===== src/rtl/csr_cpuif_arbiter_if.sv =====
`default_nettype none
// +-------------------------------------------------------------------------------------------+
// | csr_cpuif_arbiter_if : two-requester upstream bundle plus the shared downstream cpuif port |
// | Revision 1.0                                                                               |
// +-------------------------------------------------------------------------------------------+
interface csr_cpuif_arbiter_if #(
   parameter int ADDR_WIDTH = 12,
   parameter int DATA_WIDTH = 32
);
   logic [1:0]              up_req_i;
   logic [1:0]              up_is_wr_i;
   logic [2*ADDR_WIDTH-1:0] up_addr_i;
   logic [2*DATA_WIDTH-1:0] up_wdata_i;
   logic [2*DATA_WIDTH-1:0] up_biten_i;
   logic [1:0]              up_ack_o;
   logic                    up_err_o;
   logic [DATA_WIDTH-1:0]   up_rdata_o;

   logic                    s_req_o;
   logic                    s_req_is_wr_o;
   logic [ADDR_WIDTH-1:0]   s_addr_o;
   logic [DATA_WIDTH-1:0]   s_wr_data_o;
   logic [DATA_WIDTH-1:0]   s_wr_biten_o;
   logic                    s_stall_wr_i;
   logic                    s_stall_rd_i;
   logic                    s_rd_ack_i;
   logic                    s_rd_err_i;
   logic [DATA_WIDTH-1:0]   s_rd_data_i;
   logic                    s_wr_ack_i;
   logic                    s_wr_err_i;

   // Arbiter side
   modport slave (
      input  up_req_i, up_is_wr_i, up_addr_i, up_wdata_i, up_biten_i,
      output up_ack_o, up_err_o, up_rdata_o,
      output s_req_o, s_req_is_wr_o, s_addr_o, s_wr_data_o, s_wr_biten_o,
      input  s_stall_wr_i, s_stall_rd_i, s_rd_ack_i, s_rd_err_i, s_rd_data_i,
      input  s_wr_ack_i, s_wr_err_i
   );

   // Environment side: requesters and the CSR block
   modport master (
      output up_req_i, up_is_wr_i, up_addr_i, up_wdata_i, up_biten_i,
      input  up_ack_o, up_err_o, up_rdata_o,
      input  s_req_o, s_req_is_wr_o, s_addr_o, s_wr_data_o, s_wr_biten_o,
      output s_stall_wr_i, s_stall_rd_i, s_rd_ack_i, s_rd_err_i, s_rd_data_i,
      output s_wr_ack_i, s_wr_err_i
   );
endinterface
`default_nettype wire


===== src/rtl/csr_cpuif_arbiter.sv =====
`default_nettype none
// +-------------------------------------------------------------------------------------------+
// | csr_cpuif_arbiter : round-robin share of one CSR cpuif port between two requesters         |
// | Optional watchdog: define CSR_ARB_TIMEOUT_EN.   Revision 1.0                               |
// +-------------------------------------------------------------------------------------------+
module csr_cpuif_arbiter #(
   parameter int ADDR_WIDTH     = 12,
   parameter int DATA_WIDTH     = 32,
   parameter int TIMEOUT_CYCLES = 256
) (
   input  wire logic                 clk_i,
   input  wire logic                 rst_i,
   csr_cpuif_arbiter_if.slave        bus
);
   typedef enum logic [1:0] {
      IDLE  = 2'd0,
      ISSUE = 2'd1,
      WAIT  = 2'd2,
      RESP  = 2'd3
   } state_t;

   state_t                 state;
   logic                   owner;
   logic                   last_gnt;
   logic                   cap_wr;
   logic [ADDR_WIDTH-1:0]  cap_addr;
   logic [DATA_WIDTH-1:0]  cap_wdata;
   logic [DATA_WIDTH-1:0]  cap_biten;
   logic                   req_q;
   logic [1:0]             ack_q;
   logic                   err_q;
   logic [DATA_WIDTH-1:0]  rdata_q;

   logic                   gnt;
   logic                   sel_wr;
   logic [ADDR_WIDTH-1:0]  sel_addr;
   logic [DATA_WIDTH-1:0]  sel_wdata;
   logic [DATA_WIDTH-1:0]  sel_biten;
   logic                   stall;
   logic                   match_ack;
   logic                   match_err;
   logic [DATA_WIDTH-1:0]  match_rdata;
   logic                   timeout;

   // With both requesting, the one that did not win last time goes next
   assign gnt       = (bus.up_req_i == 2'b11) ? ~last_gnt : bus.up_req_i[1];
   assign sel_wr    = bus.up_is_wr_i[gnt];
   assign sel_addr  = gnt ? bus.up_addr_i[2*ADDR_WIDTH-1:ADDR_WIDTH] : bus.up_addr_i[ADDR_WIDTH-1:0];
   assign sel_wdata = gnt ? bus.up_wdata_i[2*DATA_WIDTH-1:DATA_WIDTH] : bus.up_wdata_i[DATA_WIDTH-1:0];
   assign sel_biten = gnt ? bus.up_biten_i[2*DATA_WIDTH-1:DATA_WIDTH] : bus.up_biten_i[DATA_WIDTH-1:0];

   assign stall       = cap_wr ? bus.s_stall_wr_i : bus.s_stall_rd_i;
   assign match_ack   = cap_wr ? bus.s_wr_ack_i   : bus.s_rd_ack_i;
   assign match_err   = cap_wr ? bus.s_wr_err_i   : bus.s_rd_err_i;
   assign match_rdata = cap_wr ? '0 : bus.s_rd_data_i;

`ifdef CSR_ARB_TIMEOUT_EN
   localparam int TMO_W = $clog2(TIMEOUT_CYCLES + 1);
   logic [TMO_W-1:0] tmo_cnt;

   // Zero in the first ISSUE cycle, so the limit is hit on the TIMEOUT_CYCLES-th busy cycle
   always_ff @(posedge clk_i) begin
      if (rst_i || state == IDLE) begin
         tmo_cnt <= '0;
      end else if (state == ISSUE || state == WAIT) begin
         tmo_cnt <= tmo_cnt + 1'b1;
      end
   end

   assign timeout = (state == ISSUE || state == WAIT) && (tmo_cnt == TMO_W'(TIMEOUT_CYCLES - 1));
`else
   logic unused_tmo_cfg;
   assign unused_tmo_cfg = ^TIMEOUT_CYCLES;
   assign timeout        = 1'b0;
`endif

   always_ff @(posedge clk_i) begin
      if (rst_i) begin
         state     <= IDLE;
         owner     <= 1'b0;
         last_gnt  <= 1'b1;
         cap_wr    <= 1'b0;
         cap_addr  <= '0;
         cap_wdata <= '0;
         cap_biten <= '0;
         req_q     <= 1'b0;
         ack_q     <= 2'b00;
         err_q     <= 1'b0;
         rdata_q   <= '0;
      end else begin
         case (state)
            IDLE: begin
               if (|bus.up_req_i) begin
                  owner     <= gnt;
                  last_gnt  <= gnt;
                  cap_wr    <= sel_wr;
                  cap_addr  <= sel_addr;
                  cap_wdata <= sel_wdata;
                  cap_biten <= sel_biten;
                  req_q     <= 1'b1;
                  state     <= ISSUE;
               end
            end
            ISSUE, WAIT: begin
               if (match_ack && (state == WAIT || !stall)) begin
                  req_q   <= 1'b0;
                  ack_q   <= owner ? 2'b10 : 2'b01;
                  err_q   <= match_err;
                  rdata_q <= match_rdata;
                  state   <= RESP;
               end else if (timeout) begin
                  req_q   <= 1'b0;
                  ack_q   <= owner ? 2'b10 : 2'b01;
                  err_q   <= 1'b1;
                  rdata_q <= '0;
                  state   <= RESP;
               end else if (state == ISSUE && !stall) begin
                  req_q <= 1'b0;
                  state <= WAIT;
               end
            end
            RESP: begin
               ack_q   <= 2'b00;
               err_q   <= 1'b0;
               rdata_q <= '0;
               state   <= IDLE;
            end
            default: state <= IDLE;
         endcase
      end
   end

   assign bus.s_req_o       = req_q;
   assign bus.s_req_is_wr_o = cap_wr;
   assign bus.s_addr_o      = cap_addr;
   assign bus.s_wr_data_o   = cap_wdata;
   assign bus.s_wr_biten_o  = cap_biten;
   assign bus.up_ack_o      = ack_q;
   assign bus.up_err_o      = err_q;
   assign bus.up_rdata_o    = rdata_q;
endmodule
`default_nettype wire


===== src/flat_wrapper.sv =====
// flat-port wrapper written by rule: the top's interface ports become plain ports
module csr_cpuif_arbiter_flat 
#(
   parameter int ADDR_WIDTH     = 12,
   parameter int DATA_WIDTH     = 32,
   parameter int TIMEOUT_CYCLES = 256
)
  (clk_i, rst_i, bus_up_req_i, bus_up_is_wr_i, bus_up_addr_i, bus_up_wdata_i, bus_up_biten_i, bus_up_ack_o, bus_up_err_o, bus_up_rdata_o, bus_s_req_o, bus_s_req_is_wr_o, bus_s_addr_o, bus_s_wr_data_o, bus_s_wr_biten_o, bus_s_stall_wr_i, bus_s_stall_rd_i, bus_s_rd_ack_i, bus_s_rd_err_i, bus_s_rd_data_i, bus_s_wr_ack_i, bus_s_wr_err_i);
  csr_cpuif_arbiter_if #(.ADDR_WIDTH(ADDR_WIDTH), .DATA_WIDTH(DATA_WIDTH)) bus_i ();
  input  wire logic clk_i;
  input  wire logic rst_i;
  input wire logic [$bits(bus_i.up_req_i)-1:0] bus_up_req_i;
  input wire logic [$bits(bus_i.up_is_wr_i)-1:0] bus_up_is_wr_i;
  input wire logic [$bits(bus_i.up_addr_i)-1:0] bus_up_addr_i;
  input wire logic [$bits(bus_i.up_wdata_i)-1:0] bus_up_wdata_i;
  input wire logic [$bits(bus_i.up_biten_i)-1:0] bus_up_biten_i;
  output wire logic [$bits(bus_i.up_ack_o)-1:0] bus_up_ack_o;
  output wire logic [$bits(bus_i.up_err_o)-1:0] bus_up_err_o;
  output wire logic [$bits(bus_i.up_rdata_o)-1:0] bus_up_rdata_o;
  output wire logic [$bits(bus_i.s_req_o)-1:0] bus_s_req_o;
  output wire logic [$bits(bus_i.s_req_is_wr_o)-1:0] bus_s_req_is_wr_o;
  output wire logic [$bits(bus_i.s_addr_o)-1:0] bus_s_addr_o;
  output wire logic [$bits(bus_i.s_wr_data_o)-1:0] bus_s_wr_data_o;
  output wire logic [$bits(bus_i.s_wr_biten_o)-1:0] bus_s_wr_biten_o;
  input wire logic [$bits(bus_i.s_stall_wr_i)-1:0] bus_s_stall_wr_i;
  input wire logic [$bits(bus_i.s_stall_rd_i)-1:0] bus_s_stall_rd_i;
  input wire logic [$bits(bus_i.s_rd_ack_i)-1:0] bus_s_rd_ack_i;
  input wire logic [$bits(bus_i.s_rd_err_i)-1:0] bus_s_rd_err_i;
  input wire logic [$bits(bus_i.s_rd_data_i)-1:0] bus_s_rd_data_i;
  input wire logic [$bits(bus_i.s_wr_ack_i)-1:0] bus_s_wr_ack_i;
  input wire logic [$bits(bus_i.s_wr_err_i)-1:0] bus_s_wr_err_i;
  assign bus_i.up_req_i = bus_up_req_i;
  assign bus_i.up_is_wr_i = bus_up_is_wr_i;
  assign bus_i.up_addr_i = bus_up_addr_i;
  assign bus_i.up_wdata_i = bus_up_wdata_i;
  assign bus_i.up_biten_i = bus_up_biten_i;
  assign bus_up_ack_o = bus_i.up_ack_o;
  assign bus_up_err_o = bus_i.up_err_o;
  assign bus_up_rdata_o = bus_i.up_rdata_o;
  assign bus_s_req_o = bus_i.s_req_o;
  assign bus_s_req_is_wr_o = bus_i.s_req_is_wr_o;
  assign bus_s_addr_o = bus_i.s_addr_o;
  assign bus_s_wr_data_o = bus_i.s_wr_data_o;
  assign bus_s_wr_biten_o = bus_i.s_wr_biten_o;
  assign bus_i.s_stall_wr_i = bus_s_stall_wr_i;
  assign bus_i.s_stall_rd_i = bus_s_stall_rd_i;
  assign bus_i.s_rd_ack_i = bus_s_rd_ack_i;
  assign bus_i.s_rd_err_i = bus_s_rd_err_i;
  assign bus_i.s_rd_data_i = bus_s_rd_data_i;
  assign bus_i.s_wr_ack_i = bus_s_wr_ack_i;
  assign bus_i.s_wr_err_i = bus_s_wr_err_i;
  csr_cpuif_arbiter #(.ADDR_WIDTH(ADDR_WIDTH), .DATA_WIDTH(DATA_WIDTH), .TIMEOUT_CYCLES(TIMEOUT_CYCLES)) u_core (.clk_i(clk_i), .rst_i(rst_i), .bus(bus_i));
endmodule

===== config.mk =====
export PLATFORM = sky130hd
export DESIGN_NAME = csr_cpuif_arbiter_flat
export DESIGN_NICKNAME = d
export VERILOG_FILES = /design/src/rtl/csr_cpuif_arbiter_if.sv /design/src/rtl/csr_cpuif_arbiter.sv /design/src/flat_wrapper.sv
export SDC_FILE = /design/constraint.sdc
export NUM_CORES = 1
export LEC_CHECK = 0
export BUFFER_PORTS_ARGS = -buffer_cell sky130_fd_sc_hd__buf_2
export CORE_AREA = 2 2 121 123
export DETAILED_ROUTE_END_ITERATION = 16
export DIE_AREA = 0 0 123 125
export MAX_ROUTING_LAYER = met4
export PLACE_DENSITY_LB_ADDON = 0.05
export SETUP_SLACK_MARGIN = 0.2
export SYNTH_ARGS = -nofsm -noshare
export SYNTH_HDL_FRONTEND = slang
export SYNTH_SLANG_ARGS = --single-unit

===== constraint.sdc =====
create_clock -name clk_i -period 2 [get_ports clk_i]
set_input_delay 0.6 -clock clk_i [delete_from_list [all_inputs] [get_ports clk_i]]
set_output_delay 0.6 -clock clk_i [all_outputs]
set_load 0.02 [all_outputs]

==> results.md, run 1 <==
- Leading area contributor after synthesis: dfxtp_1
- CTS max path bufs: 2
- DRC viols: 0
- First-pass GRT wire length: 23,000 um
- Area after DPL: 6800 sq um
- Post-route setup slack: 258 ps
- IO buf count: 308
- Die Height: 125 um
- Post-synth EDFFs: 0
- Dpl hpwl: 11,000 um
- Die ar.: 15,400 sq um
- Drt first pass iters: 4
- Seq pwr share: 0.300
- Peak fanout along the critical path: 8
- Filler Cells Inserted: 1,335
- Mapped Area: 5000 sq um
- Internal Power: 7.34 mW
- Cts hold-fix bufs: 0
- Layout Skew: 8.71 ps
- Combinational fraction of design power: 0.409
- Top cells by count, synth: 117 x dfxtp_1, 84 x nor2_1, 80 x mux2i_1
- Crit Path Class: reg2reg
- Routed WL per cell: 15.1 um
- Initial Util: 0.352
- CTS Sinks: 117
- MaxCap Viol Count: 0
- H-tree depth: 4
- Clk_lat worst skew: 410 ps
- Crit path time final: 1740 ps
- Simple-Gate Fraction of Synth Area: 0.135
- CP required: 2340 ps
- Flops & latches, synth: 117
- Status: completed
- Clock-pin transition on the worst setup and hold timing paths: 50 ps
- Top_reg_cell synth: dfxtp_1
- XOR/XNOR share of the synthesized area: 0
- Post-synthesis mux area share: 0.170
- Largest net degree at the start of global routing: 115
- Most used standard cell by instance count after synthesis: dfxtp_1
- Grt met1 use: 0.214
- Total number of vias: 5,112
- Die width: 123 um
- Synth Area in Compound Gates: 0.171
- Synth area leaders: dfxtp_1 47%, mux2i_1 16%, a211oi_1 12%, nor2_1 6.3%, a21oi_1 3.7%
- Area share of the largest cell type after synthesis: 0.468
- Ant diodes: 0
- Finished layout cell area: 7800 sq um
- Hold Path Class: in2reg
- Most used routing layer: met2
- Asr flop ratio synth: 0
- Pins Over Slew Limit: 0
- Antenna violations before repair: 0
- Io pins: 309
- Sequential area share after synthesis: 0.468
- GRT Total Usage: 0.198
- CTS tree: yes
- Main combinational cell family by area after synthesis: compound AO/OA/AOI/OAI gates
- Met2 usage: 0.341
- DR vias/cell: 4.87
- Worst Reg-to-Reg Cells: 9
- RSZ-0062 raised after global routing: true
- Mapped Cells: 544
- Max VDD drop: 0.545 mV
- Initial DRC Count: 234
- CP startpoint kind: register
- Nets: 1,052
- Final hold viol count: 0
- Storage element area: 2350 sq um
- Layout Area Growth over Synthesis: 55.9%
- Tcrit/Tclk final: 0.871
- Leakage: 3.66 nW
- Final setup fails: 0
- Unique masters post-synth: 28
- Gpl congestion: 0.782
- Tot Pwr: 11.7 mW
- Flop2flop setup slack: 260 ps
- Syn nets: 744
- CTS Root Cell: clkbuf_16
- Arr. time, crit path: 2080 ps
- Dpl ws: -38.7 ps
- Clk pwr share: 0.291
- Ratio of cells with drive above 1 in the final layout: 0.475
- Footprint of the multi-input gates: 2610 sq um
- Row cnt: 44
- Yosys warns: 0
- Routed WL: 15,800 um
- Nature of the critical path endpoint: register
- Worst slew pin tran: 484 ps
- PwrDens: 1500 nW/um^2
- Met3 usage: 0.0557
- GRT overflow: 0
- P_sw: 4.32 mW
- Hold Crit Depth: 3
- Fmax: 574 MHz
- Relative slew slack: 0.677
- Switch share: 0.370
- Adder-cell share of the synthesized area: 0.0100
- CTS buffer count: 17
- Area of the core: 14,200 sq um
- Mean Syn Cell Area: 9.20 sq um
- Vias in the first global route: 4,778
- ANT nets after route: 0
## flip-flops by register name, indices dropped and copies added, names as in the netlist
name                      count
u_core.bus.up_rdata_o        32
u_core.state                  2
u_core.bus.up_err_o           1
u_core.bus.s_addr_o          12
u_core.owner                  1
u_core.bus.s_req_o            1
u_core.last_gnt               1
u_core.bus.s_req_is_wr_o      1
u_core.bus.s_wr_biten_o      32
u_core.bus.up_ack_o           2
u_core.bus.s_wr_data_o       32
## per-stage QoR
step | cells | TNS (ps) | hold slack, ps | util
2_1_floorplan | 544 | 0 | 510 | -
3_3_place_gp | 1005 | 0 | 435 | 0.479
3_5_place_dp | 1005 | -213 | 440 | 0.479
4_1_cts | 1042 | 0 | 423 | 0.533
5_1_grt | 1049 | 0 | 437 | 0.549
6_report | 1049 | 0 | 445 | 0.549
## critical path, cell delays in order, from the launching register on
cell and delay [ps]:
dfxtp_4 360, inv_4 40, ha_4 170, nor2b_4 120
o32ai_4 110, buf_6 150, mux2i_4 280, clkbuf_16 250
nand2_1 60, a21oi_1 130
## cells by family after synthesis
| family | Yosys count |
|---|---|
| AO/OA/AOI/OAI | 124 |
| multiplexers | 84 |
| AND/OR/NAND/NOR | 161 |
| adder cells (fa/ha/maj) | 4 |
| buffers and inverters | 54 |
| flip-flops | 117 |
## final cells by class
| class | instances | share of cell area |
|---|---|---|
| Sequential cell | 117 | 0.301 |
| Inverter | 4 | 0.00225 |
| Tap cell | 184 | 0.0295 |
| Timing Repair Buffer | 339 | 0.247 |
| Multi-Input combinational cell | 373 | 0.334 |
| Clock buffer | 24 | 0.0643 |
| Clock inverter | 8 | 0.0215 |
## cells in the final DEF (no fill, tap or decap), types with 3 or more instances in the layout
cell type,count
clkbuf_8,5
inv_1,3
buf_12,5
a211oi_1,79
buf_2,307
dfxtp_1,114
nor2b_4,3
nand2_2,3
buf_4,18
nand3_1,31
clkbuf_16,19
a21oi_2,13
buf_6,5
bufinv_16,5
a21oi_1,24
nand2_4,5
mux2i_1,80
nand2_1,27
nor2_1,83
## power groups by stage
stage / combinational (mW) / sequential, mW / clock (mW)
final: 4.77 / 3.50 / 3.39
after global routing: 5.19 / 3.60 / 3.60
after CTS: 4.48 / 3.48 / 3.48
after detailed placement: 4.29 / 3.51 / 0
after global placement: 4.23 / 3.48 / 0
after floorplan: 1.91 / 4.38 / 0
## repair_timing
| item | in CTS | in global routing |
|---|---|---|
| setup buffers | 3 | 4 |
| cloned | 2 | 3 |
| setup endpoints to repair | 36 | 84 |
| gates resized for setup | 14 | 39 |
| pin swaps | 1 | 17 |
## path summary, 6_finish.rpt
| kind | startpoint | to |
|---|---|---|
| setup / recovery | u_core.state[0]$_SDFFE_PP0P_ | u_core.bus.up_rdata_o[11]$_SDFFE_PP0P_ |
| hold / removal | bus_s_rd_data_i[22] | u_core.bus.up_rdata_o[22]$_SDFFE_PP0P_ |
| setup reg to reg | u_core.state[0]$_SDFFE_PP0P_ | u_core.bus.up_rdata_o[11]$_SDFFE_PP0P_ |
| hold reg to reg | u_core.bus.up_rdata_o[20]$_SDFFE_PP0P_ | u_core.bus.up_rdata_o[20]$_SDFFE_PP0P_ |
## routing by layer
| layer | wire [um] | part of all wire |
|---|---|---|
| met5 | 0 | 0 |
| met4 | 320 | 0.020 |
| met3 | 1180 | 0.075 |
| met2 | 8020 | 0.51 |
| met1 | 6290 | 0.40 |
Note: power is estimated with default switching activity, not from simulation.
==> run 2, diff against run 1 <==
BUFFER_PORTS_ARGS = -buffer_cell sky130_fd_sc_hd__clkbuf_2   (was -buffer_cell sky130_fd_sc_hd__buf_2)
==> run 2 against run 1 <==
Against the previous run:
- worst setup slack got worse by 29 ps
- wire length shrank 1.8%
- largest cell class unchanged
- critical path depth is the same
- non-clock buffer count shrank 11
- highest routed layer unchanged
- register-to-register slack worse by 30 ps
==> results.md, run 2 (same netlist as run 1, synthesis figures left out) <==
- Area after DPL: 6760 sq um
- PwrDens: 1450 nW/um^2
- Vias in the first global route: 4,814
- Final setup fails: 0
- Commonest non-fill, non-tap cell in the layout: clkbuf_2
- Nature of the critical path endpoint: register
- WHS: 431 ps
- Die Height: 125 um
- Filler Cells Inserted: 1,385
- Combinational fraction of design power: 0.427
- Peak fanout along the critical path: 8
- Tcrit/Tclk final: 0.885
- Commonest cells after routing, fill and taps aside: 307 x clkbuf_2, 115 x dfxtp_1, 83 x nor2_1
- Leakage: 3.53 nW
- Switch share: 0.389
- Dpl hpwl: 10,900 um
- CTS max path bufs: 2
- Fmax: 565 MHz
- H-tree depth: 4
- Largest net degree at the start of global routing: 105
- First-pass GRT wire length: 23,100 um
- Clk pwr share: 0.252
- Layout Area Growth over Synthesis: 51.0%
- Crit path time final: 1770 ps
- Cts hold-fix bufs: 0
- Clock-pin transition on the worst setup and hold timing paths: 50 ps
- Arr. time, crit path: 2100 ps
- ANT nets after route: 0
- Max VDD drop: 0.591 mV
- Storage element area: 2350 sq um
- CTS buffer count: 17
- CTS tree: yes
- IO buf count: 308
- Setup TNS: 0 ps
- Die width: 123 um
- DR vias/cell: 4.87
- Routed WL: 15,500 um
- GRT Total Usage: 0.199
- MaxCap Viol Count: 0
- Io pins: 309
- Status: completed
- Initial Util: 0.352
- Final hold viol count: 0
- Row cnt: 44
- Routed WL per cell: 15.0 um
- P_sw: 4.25 mW
- Footprint of the multi-input gates: 2530 sq um
- Nets: 1,041
- RSZ-0062 raised after global routing: true
- Hold Crit Depth: 3
- Die ar.: 15,400 sq um
- Total number of vias: 5,049
- Worst slew pin tran: 529 ps
- Finished layout cell area: 7550 sq um
- Antenna violations before repair: 0
- Ant diodes: 0
- Final Non-Filler Cells: 1,036
- Cells after DPL: 999
- CP startpoint kind: register
- Drt first pass iters: 4
- Worst Reg-to-Reg Cells: 9
- CP required: 2330 ps
- Area of the core: 14,200 sq um
- Clk_lat worst skew: 410 ps
- Crit Path Class: reg2reg
- Ratio of cells with drive above 1 in the final layout: 0.446
- DRC viols: 0
- Relative slew slack: 0.647
- Gpl congestion: 0.769
- GRT overflow: 0
- Initial DRC Count: 251
- Internal Power: 6.69 mW
- Seq pwr share: 0.321
- CTS Root Cell: clkbuf_16
- CTS Sinks: 117
- Hold Path Class: in2reg
- Layout Skew: 6.48 ps
- Pins Over Slew Limit: 0
-- run 2: cell types whose count changed in the layout (fill, tap and decap cells not counted), moves of 8 or more --
cell      delta
clkbuf_2   +307
a21oi_2      -8
buf_4       -12
a21oi_1      +8
buf_2      -307
-- run 2: worst paths after layout --
| kind | start | slack (ps) | end |
|---|---|---|---|
| setup / recovery | u_core.state[0]$_SDFFE_PP0P_ | 230 | u_core.bus.up_rdata_o[16]$_SDFFE_PP0P_ |
| hold / removal | bus_s_rd_data_i[0] | 430 | u_core.bus.up_rdata_o[0]$_SDFFE_PP0P_ |
| setup reg to reg | u_core.state[0]$_SDFFE_PP0P_ | 230 | u_core.bus.up_rdata_o[16]$_SDFFE_PP0P_ |
| hold reg to reg | u_core.bus.up_rdata_o[22]$_SDFFE_PP0P_ | 450 | u_core.bus.up_rdata_o[22]$_SDFFE_PP0P_ |
-- run 2: through the flow --
step	worst slack [ps]	utilization	power [mW]
finish	230	0.532	10.9
global route	152	0.532	11.6
CTS	210	0.523	10.9
detailed placement	-16.7	0.476	7.80
global placement	41.6	0.476	7.71
floorplan	225	-	6.29
-- run 2: critical path: stages, from the launching register on --
cell and delay, ps:
dfxtp_4 360, inv_4 50, ha_4 180, nor2b_4 130
o32ai_4 100, buf_12 150, mux2i_4 300, clkbuf_16 240
nand2_1 50, a21oi_1 130
-- run 2: routing by layer --
| metal | up-vias | GRT usage | wire length, um |
|---|---|---|---|
| met5 | - | - | 0 |
| met4 | 0 | 0.0889 | 382 |
| met3 | 32 | 0.0552 | 1090 |
| met2 | 187 | 0.334 | 7740 |
| met1 | 2299 | 0.216 | 6300 |
| li1 | 2531 | - | - |
-- run 2: power by group through the flow --
stage                     sequential, mW  clock (mW)  combinational [mW]
final                               3.51        2.76                4.67
after global routing                3.61        2.93                5.10
after CTS                           3.50        2.84                4.51
after detailed placement            3.54           0                4.27
after global placement              3.50           0                4.21
after floorplan                     4.38           0                1.91
-- run 2: layout make-up --
class / count / area share
clock buffers: 25 / 0.0643
clock inverters: 5 / 0.00662
inverters: 4 / 0.00232
multi-input cells: 373 / 0.335
flip-flops and latches: 117 / 0.311
well taps: 184 / 0.0305
repair buffers: 328 / 0.250
-- run 2: timing repair --
| action | in CTS | in global routing |
|---|---|---|
| pin swaps | 1 | 9 |
| buffers inserted | 1 | 1 |
| resized for setup | 13 | 20 |
| hold endpoints to repair | 0 | 0 |
| endpoints found under the setup margin | 36 | 51 |
| cloned | 2 | 3 |
==> run 3, diff against run 2 <==
CELL_PAD_IN_SITES_DETAIL_PLACEMENT = 1   (was default)
CELL_PAD_IN_SITES_GLOBAL_PLACEMENT = 1   (was default)
CORE_AREA = 2 2 133 135   (was 2 2 121 123)
DIE_AREA = 0 0 135 137   (was 0 0 123 125)
==> run 3 against run 2 <==
Against the previous run:
- sequential power about the same
- clock-buffer cell count down 6
- clock power up 14%
- die area up 20%
- via count up 2.7%
- register-to-register slack better by 40 ps
- non-clock buffer count up 13
- wire length up 9.9%
- power up 3.9%
- critical path type unchanged
==> results.md, run 3 (same netlist as run 1, synthesis figures left out) <==
- Nature of the critical path endpoint: register
- Ant diodes: 0
- Routed WL: 17,100 um
- Commonest non-fill, non-tap cell in the layout: clkbuf_2
- Layout Area Growth over Synthesis: 54.1%
- Relative slew slack: 0.748
- Post-route setup slack: 267 ps
- Area after DPL: 6980 sq um
- Layout Skew: 8.57 ps
- Final hold viol count: 0
- Vias in the first global route: 5,291
- DRC viols: 0
- Antenna violations before repair: 0
- Initial Util: 0.293
- Ratio of cells with drive above 1 in the final layout: 0.450
- M1 WL: 6860 um
- ANT nets after route: 0
- CTS buffer count: 17
- Crit path time final: 1730 ps
- CP startpoint kind: register
- Worst slew pin tran: 378 ps
- CTS Root Cell: clkbuf_16
- Clock-pin transition on the worst setup and hold timing paths: 60 ps
- Nets: 1,054
- Row cnt: 48
- CTS max path bufs: 2
- Initial DRC Count: 111
- Finished layout cell area: 7710 sq um
- GRT Total Usage: 0.185
- IO buf count: 308
- Arr. time, crit path: 2060 ps
- Hold Path Class: in2reg
- Filler Cells Inserted: 2,041
- Top routing layer in use: met4
- Die Height: 137 um
- Largest net degree at the start of global routing: 43
- Die ar.: 18,500 sq um
- Die width: 135 um
- Final Non-Filler Cells: 1,092
- Peak fanout along the critical path: 32
- Drt first pass iters: 4
- Status: completed
- First-pass GRT wire length: 26,000 um
- Fmax: 577 MHz
- Max VDD drop: 0.665 mV
- Pins Over Slew Limit: 0
- CTS tree: yes
- Clk_lat worst skew: 410 ps
- Final setup fails: 0
- H-tree depth: 4
- Area of the core: 17,100 sq um
- CP required: 2320 ps
- Gpl congestion: 0.779
- Cells after DPL: 1,054
- GRT overflow: 0
- DR WL met3: 1110 um
- PwrDens: 1470 nW/um^2
- Dpl ws: -3.27 ps
- Dpl hpwl: 13,000 um
- Tcrit/Tclk final: 0.866
- RSZ-0062 raised after global routing: true
- Routed WL per cell: 15.6 um
- Met2 routed WL: 8730 um
- Commonest cells after routing, fill and taps aside: 307 x clkbuf_2, 114 x dfxtp_1, 83 x nor2_1
- DR vias/cell: 4.75
- Crit Path Class: reg2reg
- Total number of vias: 5,184
- Io pins: 309
- CTS Sinks: 117
- MaxCap Viol Count: 0
- Leakage: 3.58 nW
- WHS: 433 ps
## run 3: cell types whose count changed in the layout (fill, tap and decap cells not counted), moves of 4 or more
cell,change
a21oi_1,+4
a21oi_2,-4
buf_4,+14
clkinvlp_4,+4
nand2_1,+4
## run 3: path summary, 6_finish.rpt
path | start | endpoint | slack [ps] | cells past startpoint
worst max-delay path | u_core.state[0]$_SDFFE_PP0P_ | u_core.bus.up_rdata_o[10]$_SDFFE_PP0P_ | 270 | 8
worst min-delay path | bus_s_rd_data_i[25] | u_core.bus.up_rdata_o[25]$_SDFFE_PP0P_ | 430 | 3
worst max register to register | u_core.state[0]$_SDFFE_PP0P_ | u_core.bus.up_rdata_o[10]$_SDFFE_PP0P_ | 270 | 8
worst min register to register | u_core.bus.up_rdata_o[13]$_SDFFE_PP0P_ | u_core.bus.up_rdata_o[13]$_SDFFE_PP0P_ | 450 | 2
## run 3: critical path, cell delays in order, from the launching register on
cell and delay [ps]:
dfxtp_2 320, inv_2 90, ha_4 160, nor2b_1 70, o32ai_4 320, mux2_4 240, buf_12 180, nand3_1 100
a21oi_1 170
## run 3: area by class of cell
type	instances	area [sq um]	area share
Clock buffer	19	433	0.0562
Multi-Input combinational cell	373	2490	0.323
Timing Repair Buffer	341	1960	0.255
Inverter	4	15.0	0.00195
Sequential cell	117	2350	0.304
Tap cell	225	282	0.0365
Clock inverter	13	183	0.0237
## run 3: layer usage
metal  GRT usage  vias to the layer above
met3      0.0478                       28
met2       0.327                      190
met4      0.0689                        0
met5           -                        -
li1            -                     2566
met1       0.201                     2400
## run 3: timing repair
item	CTS	global route
setup endpoints to repair	38	66
gates cloned	0	1
pin swaps	2	2
setup buffers	3	2
hold buffers	0	0
resized for setup	10	4
## run 3: through the flow
step / utilization / total power [mW] / setup TNS (ps)
finish: 0.452 / 11.4 / 0
global placement: 0.409 / 7.98 / 0
detailed placement: 0.409 / 8.13 / -5.05
global route: 0.452 / 12.1 / 0
floorplan: - / 6.29 / 0
CTS: 0.449 / 11.4 / 0
## run 3: power by group
group          leakage, nW  internal, mW  switching (mW)
Clock                0.289          2.08            1.08
Combinational         2.33          1.83            2.87
Sequential           0.966          3.09           0.425
